File: config.mk
export PLATFORM = sky130hd
export DESIGN_NAME = pq_req_ctrl
export DESIGN_NICKNAME = d
export VERILOG_FILES = /design/src/rtl/pq_pkg.sv /design/src/rtl/pq_timeout_cnt.sv /design/src/rtl/pq_req_ctrl.sv
export SDC_FILE = /design/constraint.sdc
export NUM_CORES = 1
export LEC_CHECK = 0
export CORE_ASPECT_RATIO = 1.5
export CORE_MARGIN = 3
export CORE_UTILIZATION = 42
export CTS_BUF_LIST = sky130_fd_sc_hd__clkbuf_4 sky130_fd_sc_hd__clkbuf_8
export CTS_CLUSTER_SIZE = 10
export DETAILED_ROUTE_END_ITERATION = 8
export HOLD_SLACK_MARGIN = 0.06
export PLACE_DENSITY = 0.78
export SYNTH_ARGS = -nofsm -noshare
export SYNTH_HDL_FRONTEND = slang
export SYNTH_HIERARCHICAL = 1
export SYNTH_SLANG_ARGS = --single-unit
File: constraint.sdc
create_clock -name clk_i -period 2 [get_ports clk_i]
set_input_delay 0.4 -clock clk_i [delete_from_list [all_inputs] [get_ports clk_i]]
set_output_delay 0.4 -clock clk_i [all_outputs]
set_load 0.05 [all_outputs]
File: src/rtl/pq_pkg.sv
// Shared types for the priority-queue request controller: op encoding, FSM states and default widths.
package pq_pkg;

    localparam int unsigned TW_DEF = 4;
    localparam int unsigned PW_DEF = 4;

    typedef enum logic [1:0] {
        OP_ILL  = 2'b00,
        OP_PUSH = 2'b01,
        OP_POP  = 2'b10,
        OP_DROP = 2'b11
    } pq_op_e;

    typedef enum logic [1:0] {
        ST_IDLE  = 2'd0,
        ST_ISSUE = 2'd1,
        ST_WAIT  = 2'd2,
        ST_RESP  = 2'd3
    } pq_state_e;

endpackage

File: src/rtl/pq_timeout_cnt.sv
// Response timeout counter: cleared on issue, counts enabled WAIT cycles, flags the TO_CYC-th one.
module pq_timeout_cnt #(
    parameter int unsigned TO_CYC = 15
) (
    input  logic clk_i,
    input  logic rst_ni,
    input  logic clr_i,
    input  logic en_i,
    output logic expired_o
);

    localparam int unsigned CW = (TO_CYC > 1) ? $clog2(TO_CYC + 1) : 1;

    logic [CW-1:0] r_cnt;

    always_ff @(posedge clk_i or negedge rst_ni) begin
        if (!rst_ni) begin
            r_cnt <= '0;
        end else if (clr_i) begin
            r_cnt <= '0;
        end else if (en_i && (r_cnt != CW'(TO_CYC))) begin
            r_cnt <= r_cnt + CW'(1);
        end
    end

    // Flags the cycle whose increment brings the count to TO_CYC, so WAIT lasts exactly TO_CYC cycles.
    assign expired_o = en_i && (r_cnt == CW'(TO_CYC - 1));

endmodule

File: src/rtl/pq_req_ctrl.sv
// Request controller in front of a systolic priority-queue array: one op outstanding, occupancy tracking, timeout.
module pq_req_ctrl
    import pq_pkg::*;
#(
    parameter int unsigned TW     = TW_DEF,
    parameter int unsigned PW     = PW_DEF,
    parameter int unsigned DEPTH  = 8,
    parameter int unsigned TO_CYC = 15,
    localparam int unsigned CW    = $clog2(DEPTH + 1)
) (
    input  logic            clk_i,
    input  logic            rst_ni,
    input  logic            req_vld_i,
    output logic            req_rdy_o,
    input  logic [1:0]      req_op_i,
    input  logic [TW-1:0]   req_id_i,
    input  logic [PW-1:0]   req_prio_i,
    output logic            rsp_vld_o,
    input  logic            rsp_rdy_i,
    output logic [TW-1:0]   rsp_id_o,
    output logic [PW-1:0]   rsp_prio_o,
    output logic            rsp_err_o,
    output logic            push_o,
    output logic            pop_o,
    output logic            drop_o,
    output logic [TW-1:0]   id_o,
    output logic [PW-1:0]   prio_o,
    output logic [TW-1:0]   drop_id_o,
    input  logic            push_vld_i,
    input  logic            pop_vld_i,
    input  logic            drop_vld_i,
    input  logic            drop_hit_i,
    input  logic [TW-1:0]   pop_id_i,
    input  logic [PW-1:0]   pop_prio_i,
    output logic [CW-1:0]   cnt_o,
    output logic            full_o,
    output logic            empty_o,
    output pq_state_e       dbg_state_o
);

    pq_state_e     r_state;
    pq_op_e        r_op;
    logic [TW-1:0] r_id;
    logic [PW-1:0] r_prio;
    logic [TW-1:0] r_rsp_id;
    logic [PW-1:0] r_rsp_prio;
    logic          r_rsp_err;
    logic [CW-1:0] r_cnt;

    pq_op_e        w_op;
    logic          w_full;
    logic          w_empty;
    logic          w_reject;
    logic          w_done;
    logic          w_expired;

    assign w_op    = pq_op_e'(req_op_i);
    assign w_full  = (r_cnt == CW'(DEPTH));
    assign w_empty = (r_cnt == '0);

    // Requests that can never succeed are answered straight away without touching the array.
    assign w_reject = (w_op == OP_ILL)
                   || ((w_op == OP_PUSH) && (w_full || (req_id_i == '0)))
                   || ((w_op == OP_POP) && w_empty)
                   || ((w_op == OP_DROP) && (w_empty || (req_id_i == '0)));

    assign w_done = ((r_op == OP_PUSH) && push_vld_i)
                 || ((r_op == OP_POP) && pop_vld_i)
                 || ((r_op == OP_DROP) && drop_vld_i);

    pq_timeout_cnt #(.TO_CYC(TO_CYC)) u_tmo (
        .clk_i     (clk_i),
        .rst_ni    (rst_ni),
        .clr_i     (r_state == ST_ISSUE),
        .en_i      (r_state == ST_WAIT),
        .expired_o (w_expired)
    );

    always_ff @(posedge clk_i or negedge rst_ni) begin
        if (!rst_ni) begin
            r_state    <= ST_IDLE;
            r_op       <= OP_ILL;
            r_id       <= '0;
            r_prio     <= '0;
            r_rsp_id   <= '0;
            r_rsp_prio <= '0;
            r_rsp_err  <= 1'b0;
            r_cnt      <= '0;
        end else begin
            case (r_state)
                ST_IDLE: begin
                    if (req_vld_i) begin
                        r_op       <= w_op;
                        r_id       <= req_id_i;
                        r_prio     <= req_prio_i;
                        r_rsp_id   <= (w_op == OP_POP) ? '0 : req_id_i;
                        r_rsp_prio <= (w_op == OP_POP) ? '0 : req_prio_i;
                        r_rsp_err  <= w_reject;
                        r_state    <= w_reject ? ST_RESP : ST_ISSUE;
                    end
                end
                ST_ISSUE: r_state <= ST_WAIT;
                ST_WAIT: begin
                    if (w_done) begin
                        r_state <= ST_RESP;
                        case (r_op)
                            OP_PUSH: begin
                                if (w_full) r_rsp_err <= 1'b1;
                                else        r_cnt     <= r_cnt + CW'(1);
                            end
                            OP_POP: begin
                                if (w_empty) begin
                                    r_rsp_err <= 1'b1;
                                end else begin
                                    r_cnt      <= r_cnt - CW'(1);
                                    r_rsp_id   <= pop_id_i;
                                    r_rsp_prio <= pop_prio_i;
                                end
                            end
                            OP_DROP: begin
                                if (!drop_hit_i || w_empty) r_rsp_err <= 1'b1;
                                else                        r_cnt     <= r_cnt - CW'(1);
                            end
                            default: r_rsp_err <= 1'b1;
                        endcase
                    end else if (w_expired) begin
                        r_rsp_err <= 1'b1;
                        r_state   <= ST_RESP;
                    end
                end
                ST_RESP: begin
                    if (rsp_rdy_i) begin
                        r_rsp_err <= 1'b0;
                        r_state   <= ST_IDLE;
                    end
                end
                default: r_state <= ST_IDLE;
            endcase
        end
    end

    // Handshake: a request transfers on req_vld_i & req_rdy_o, a response on rsp_vld_o & rsp_rdy_i;
    // a valid side holds its payload unchanged until the transfer.
    assign req_rdy_o   = (r_state == ST_IDLE);
    assign rsp_vld_o   = (r_state == ST_RESP);
    assign rsp_id_o    = r_rsp_id;
    assign rsp_prio_o  = r_rsp_prio;
    assign rsp_err_o   = r_rsp_err;
    assign push_o      = (r_state == ST_ISSUE) && (r_op == OP_PUSH);
    assign pop_o       = (r_state == ST_ISSUE) && (r_op == OP_POP);
    assign drop_o      = (r_state == ST_ISSUE) && (r_op == OP_DROP);
    assign id_o        = r_id;
    assign prio_o      = r_prio;
    assign drop_id_o   = r_id;
    assign cnt_o       = r_cnt;
    assign full_o      = w_full;
    assign empty_o     = w_empty;
    assign dbg_state_o = r_state;

endmodule

# After elaboration in Yosys (flattened, before gate mapping)
# Cells that the tools add are included.
# op_classes
n_addsub	3
eq_ne	24
n_mux	33
reduce_logical	33
# ops
operator	count
two-way mux 4 bit	15
inequality test 4 bit, second input constant	4
case mux 4 bit (2 select lines)	2
inequality test 2 bit, second input constant	7
== test 2 bit, second input constant	6
case mux 4 bit (3 select lines)	1
logical AND 1 bit	11
two-way mux 2 bit	5
adder 4 x 1 -> 4 bit, second input constant	2
== test 4 bit, second input constant	2
logical NOT 4 bit	2
logical OR 1 bit	8
case mux 2 bit (4 select lines)	1
two-way mux 1 bit	7
AND reduction 7 bit	1
== test 2 x 1 -> 1 bit, second input constant	3
case mux 1 bit (3 select lines)	2
AND reduction 6 bit	1
nonzero test 3 bit	2
AND reduction 5 bit	1
logical NOT 2 bit	2
nonzero test 2 bit	2
subtractor 4 x 1 -> 4 bit, second input constant	1
inequality test 3 bit, second input constant	1
other kinds (4)	4
# word_totals
regBits	29
inputBits	26
output_inout_bits	34
word_cells	102

# Logic depth before layout (Yosys ltp)
# Gate-level depths: netlist of the first run.
# depth
word_depth	9
depth_mapped	6
depth_no_buf	6

# Cells and area by module
# Netlist of the first run, hierarchy kept.
# modules_own_cells
module	n_inst	cells_each	area_each_um2	seq_area_each_um2
pq_req_ctrl	1	131	1476.4	625.6
pq_timeout_cnt	1	23	260.2	100.1

# Least setup slack after synthesis of the first run
# No wires, ideal clock.
# synth_timing
path_kind	register -> register
startpoint	reg r_state[1], in the netlist dbg_state_o[1]
endpoint	reg r_rsp_id[0], in the netlist rsp_id_o[0]
setup_ps	125
t_arrival_ps	2109
required_time_ps	1875
path_slack_ps	-234
stages_incl_launch_ff	7
path_buffers	0
period_less_slack_ps	2234
cell_sequence	dfrtp_1 inv_1 ha_1 nor2b_1 nor2_1 nand2_2 mux2_2
# synth_via
elab_chain_cells	3
word_cells_on_any_way	9
cone_classes	eq/ne (5); mux (1); reduce/logical (3)
# synth_lines
element	line_no	rtl
start: declaration	pq_req_ctrl.sv:41	pq_state_e r_state;
start signal: assignment	pq_req_ctrl.sv:99	r_state <= w_reject ? ST_RESP : ST_ISSUE;
logical NOT 2 bit *	n/a	
via req_rdy_o	pq_req_ctrl.sv:14	output logic req_rdy_o,
inequality test 2 bit (no source line) / nonzero test 2 bit (equally long branches)	n/a	
AND reduction 5 bit (no source line)	n/a	
end signal: assignment	pq_req_ctrl.sv:96	r_rsp_id <= (w_op == OP_POP) ? '0 : req_id_i;
end signal: assignment	pq_req_ctrl.sv:116	r_rsp_id <= pop_id_i;
end: declaration	pq_req_ctrl.sv:45	logic [TW-1:0] r_rsp_id;
# The timed path passes the listed nets; every way through them passes the cells marked *.
# A chain may end at the register's enable or synchronous reset.

# Final worst setup path of the first run
# layout_timing
startpoint	reg r_cnt[1], in the netlist cnt_o[1]
endpoint	out empty_o
# layout_via
elab_chain_cells	1
# layout_lines
element	line_no	rtl
start: declaration	pq_req_ctrl.sv:48	logic [CW-1:0] r_cnt;
start signal: assignment	pq_req_ctrl.sv:109	else r_cnt <= r_cnt + CW'(1);
start signal: assignment	pq_req_ctrl.sv:115	r_cnt <= r_cnt - CW'(1);
start signal: assignment	pq_req_ctrl.sv:122	else r_cnt <= r_cnt - CW'(1);
logical NOT 4 bit	pq_req_ctrl.sv:59	assign w_empty = (r_cnt == '0);
end: declaration	pq_req_ctrl.sv:37	output logic empty_o,
# Every way passes these cells.

==> results of run 1 <==
[per-stage QoR]
step / cell area [sq um] / worst slack (ns) / util
finish: 2616 / 0.03788 / 0.6609
global route: 2616 / -0.02994 / 0.6609
CTS: 2590 / 0.008080 / 0.6542
detailed placement: 2491 / -0.05453 / 0.6293
global placement: 2491 / -0.04733 / 0.6293
floorplan: 1752 / 0.01606 / -
[synth_stat cells (2+ instances only)]
master / instances
ha_1: 11
or3_1: 2
clkbuf_1: 2
nor2_1: 8
xnor2_1: 2
a22o_1: 8
nor2b_1: 3
dfrtp_1: 29
inv_1: 14
mux2_4: 2
a21oi_1: 3
a211oi_1: 2
o41ai_1: 2
buf_4: 4
nand2_1: 4
mux2_2: 17
nand2b_1: 2
and2_1: 3
mux2i_1: 6
o21ai_0: 5
[sequential cells by signal, summed over array words and instances (netlist names)]
| signal | cells |
|---|---|
| r_op | 2 |
| cnt_o | 4 |
| rsp_id_o | 4 |
| prio_o | 4 |
| u_tmo/r_cnt | 4 |
| drop_id_o | 4 |
| dbg_state_o | 2 |
| rsp_err_o | 1 |
| rsp_prio_o | 4 |
[layout by cell type (no fill, tap or decap), types with 2 or more instances in the layout]
cell             synthesis  final
a211oi_1                 2      2
clkdlybuf4s50_1          0     48
o21ai_0                  5      4
inv_2                    1      3
buf_4                    4     17
nor2_1                   8      8
a21oi_1                  3      3
xnor2_1                  2      2
dfrtp_2                  0      3
o41ai_1                  2      2
nand2_1                  4      4
or3_1                    2      2
ha_4                     0      2
mux2_4                   2      3
ha_1                    11      7
clkbuf_4                 0      3
nand2b_1                 2      2
ha_2                     0      2
a22o_1                   8      8
mux2i_1                  6      6
dfrtp_1                 29     26
mux2_2                  17     16
nor2b_1                  3      3
buf_12                   0      6
and2_1                   3      3
inv_1                   14     12
clkbuf_8                 0      5
[repair_timing]
action | CTS | global route
cloned | 0 | 0
hold endpoints to repair | 0 | 0
setup endpoints to repair | 4 | 12
setup buffers | 0 | 1
gates resized for setup | 3 | 5
pin swaps | 0 | 2
[kinds of logic (layout without fill, tap and decap cells)]
kind of cell / count (synthesis) / after routing / synth area share
AND/OR/NAND/NOR: 34 / 34 / 0.1196
AO/OA/AOI/OAI: 30 / 30 / 0.1405
flip-flops: 29 / 29 / 0.4179
multiplexers: 25 / 25 / 0.1621
buffers and inverters: 21 / 94 / 0.05403
adder cells (fa/ha/maj): 12 / 12 / 0.09078
XOR/XNOR: 3 / 3 / 0.01513
[layer usage]
metal  wire [microns]  track usage
met3              347      0.06462
met4               80      0.07595
met1             1680       0.2112
met2             1969       0.2899
met5                0            0
[worst min-delay path by stage]
stage / to / slack (ns) / cells past startpoint
3_5_place_dp: rsp_prio_o[3] / 0.49 / 1
3_3_place_gp: rsp_id_o[3] / 0.49 / 1
2_1_floorplan: cnt_o[0] / 0.10 / 0
5_1_grt: rsp_id_o[2] / 0.51 / 1
4_1_cts: rsp_id_o[2] / 0.51 / 1
6_report: rsp_id_o[2] / 0.51 / 1
[area by class of cell]
type | instances | share of cell area
Clock buffer | 8 | 0.03491
Inverter | 15 | 0.02152
Multi-Input combinational cell | 104 | 0.3649
Sequential cell | 29 | 0.2788
Tap cell | 45 | 0.02152
Timing Repair Buffer | 71 | 0.2783
[report_power, final]
part	switching, mW	internal [mW]
Sequential	0.259	0.882
Combinational	2.06	1.52
Clock	0.213	0.287
Total	2.53	2.69
[critical path: stages, from the launching register on]
cell and delay [ns]:
dfrtp_2 0.45, or4_4 0.58, inv_1 0.11, buf_12 0.14
==> flow_metrics.tcl, run 1 <==
set metrics [dict create \
    grt_max_degree 30 \
    num_rows 28 \
    syn_nets 192 \
    finalSetupTns_ns 0 \
    maxSlewViolCount 0 \
    synth_cells 154 \
    clock_latency_ns 0.28 \
    instances_no_fill 272 \
    cts_tree "done" \
    r2r_end "rsp_id_o[2]" \
    hp-class "register to register" \
    cts_inserted_buffers 5 \
    cp-endpoint "empty_o" \
    drc_errors 0 \
    rr_startpoint "r_op[0]" \
    grt_overflow 0 \
    yosys.area.top_type "dfrtp_1" \
    netlist.area_leader.share 0.4179 \
    slew_headroom 0.6528 \
    place_inst 263 \
    ff2ff_setup_slack_ns 0.11 \
    cellPowerDensity_nw_per_um2 1994 \
    syn_area_sq_um 1737 \
    multi_input_area_sq_um 954.7 \
    synth_area_leaders "dfrtp_1 (42%), mux2_2 (11%), ha_1 (7.9%), a22o_1 (4.0%), mux2i_1 (3.5%)" \
    crit_fanout 7 \
    fin_crit_ns 1.962 \
    ys_ff_latch 29 \
    setup_viol 0 \
    vdd_ir_drop_max_mv 1.567 \
    ys_warn_count 6 \
    cts-root-buf "clkbuf_8" \
    die-area_sq_um 4959 \
    max-clock-path-buffers 2 \
    grt_pass1_vias 1517 \
    total_power_mw 5.217 \
    nets 264 \
    n_fill_cell 313 \
    drive_gt1_frac 0.2996 \
    fin_hold_ws_ns 0.5071 \
    die_y_microns 84.76 \
    reg2regPathDepth 7 \
    ys.flop_type "dfrtp_1" \
    top_level_ports 60 \
    synth.avg_cell_area_sq_um 11.28 \
    worst_pin_slew_ns 0.5191 \
    cts.sinks 29 \
    finClkSkew_ns 0.002437 \
    ant_nets 0 \
    rsz0062_at_grt "true" \
    port_buffers 59 \
    crit_type "register to output port" \
    ff_latch_area_sq_um 729.5 \
    ctsHoldBuffers 0 \
    drt-initial-drc-count 19 \
    cp-end-kind "output port" \
    cts_max_level 2 \
    synthDistinctLibCells 45 \
    status "finished clean" \
    period_share 0.9811 \
    grt_antenna_before_repair 0 \
    synth-edff-count 0 \
    required_ns 1.60 \
    ys_seq_area_frac 0.4179 \
    fmax_ghz 0.5097 \
    drt-total-wl_microns 4078 \
    clk_pin_slew_worst_paths_ns 0.06 \
    crit_start "cnt_o[1]" \
    first_pass_iters 4 \
    hpwlAfterDp_microns 3107 \
    cp_data_arrival_time_ns 1.56 \
    async_flop_share 1.000 \
    track_usage 0.1797 \
    hold_viol_final 0 \
    start_util 0.4387 \
    core_area_sq_um 3959 \
    power_leakage_nw 1.188 \
    cp-start-kind "register" \
    area_growth_pct 50.65 \
    vias 1452 \
    maxCapViolations 0 \
    min_from "rsp_id_o[2]" \
    grt_pass1_wl_microns 6872 \
    die_w_microns 58.51 \
    gp_congestion 0.7803 \
    diodes 0 \
    via_per_inst 5.338 \
    wl_per_cell_microns 14.99 \
]
(Power assumes the default switching activity.)
==> inputs of run 2 (changes only) <==
--- a/config.mk
+++ b/config.mk
@@ -5,12 +5,14 @@
 export SDC_FILE = /design/constraint.sdc
 export NUM_CORES = 1
 export LEC_CHECK = 0
+export ABC_AREA = 0
 export CORE_ASPECT_RATIO = 1.5
 export CORE_MARGIN = 3
 export CORE_UTILIZATION = 42
 export CTS_BUF_LIST = sky130_fd_sc_hd__clkbuf_4 sky130_fd_sc_hd__clkbuf_8
 export CTS_CLUSTER_SIZE = 10
 export DETAILED_ROUTE_END_ITERATION = 8
+export GPL_ROUTABILITY_DRIVEN = 0
 export HOLD_SLACK_MARGIN = 0.06
 export PLACE_DENSITY = 0.78
 export SYNTH_ARGS = -nofsm -noshare
==> results of run 2 <==
Final layout, timing and power as in run 1 (identical DEF).
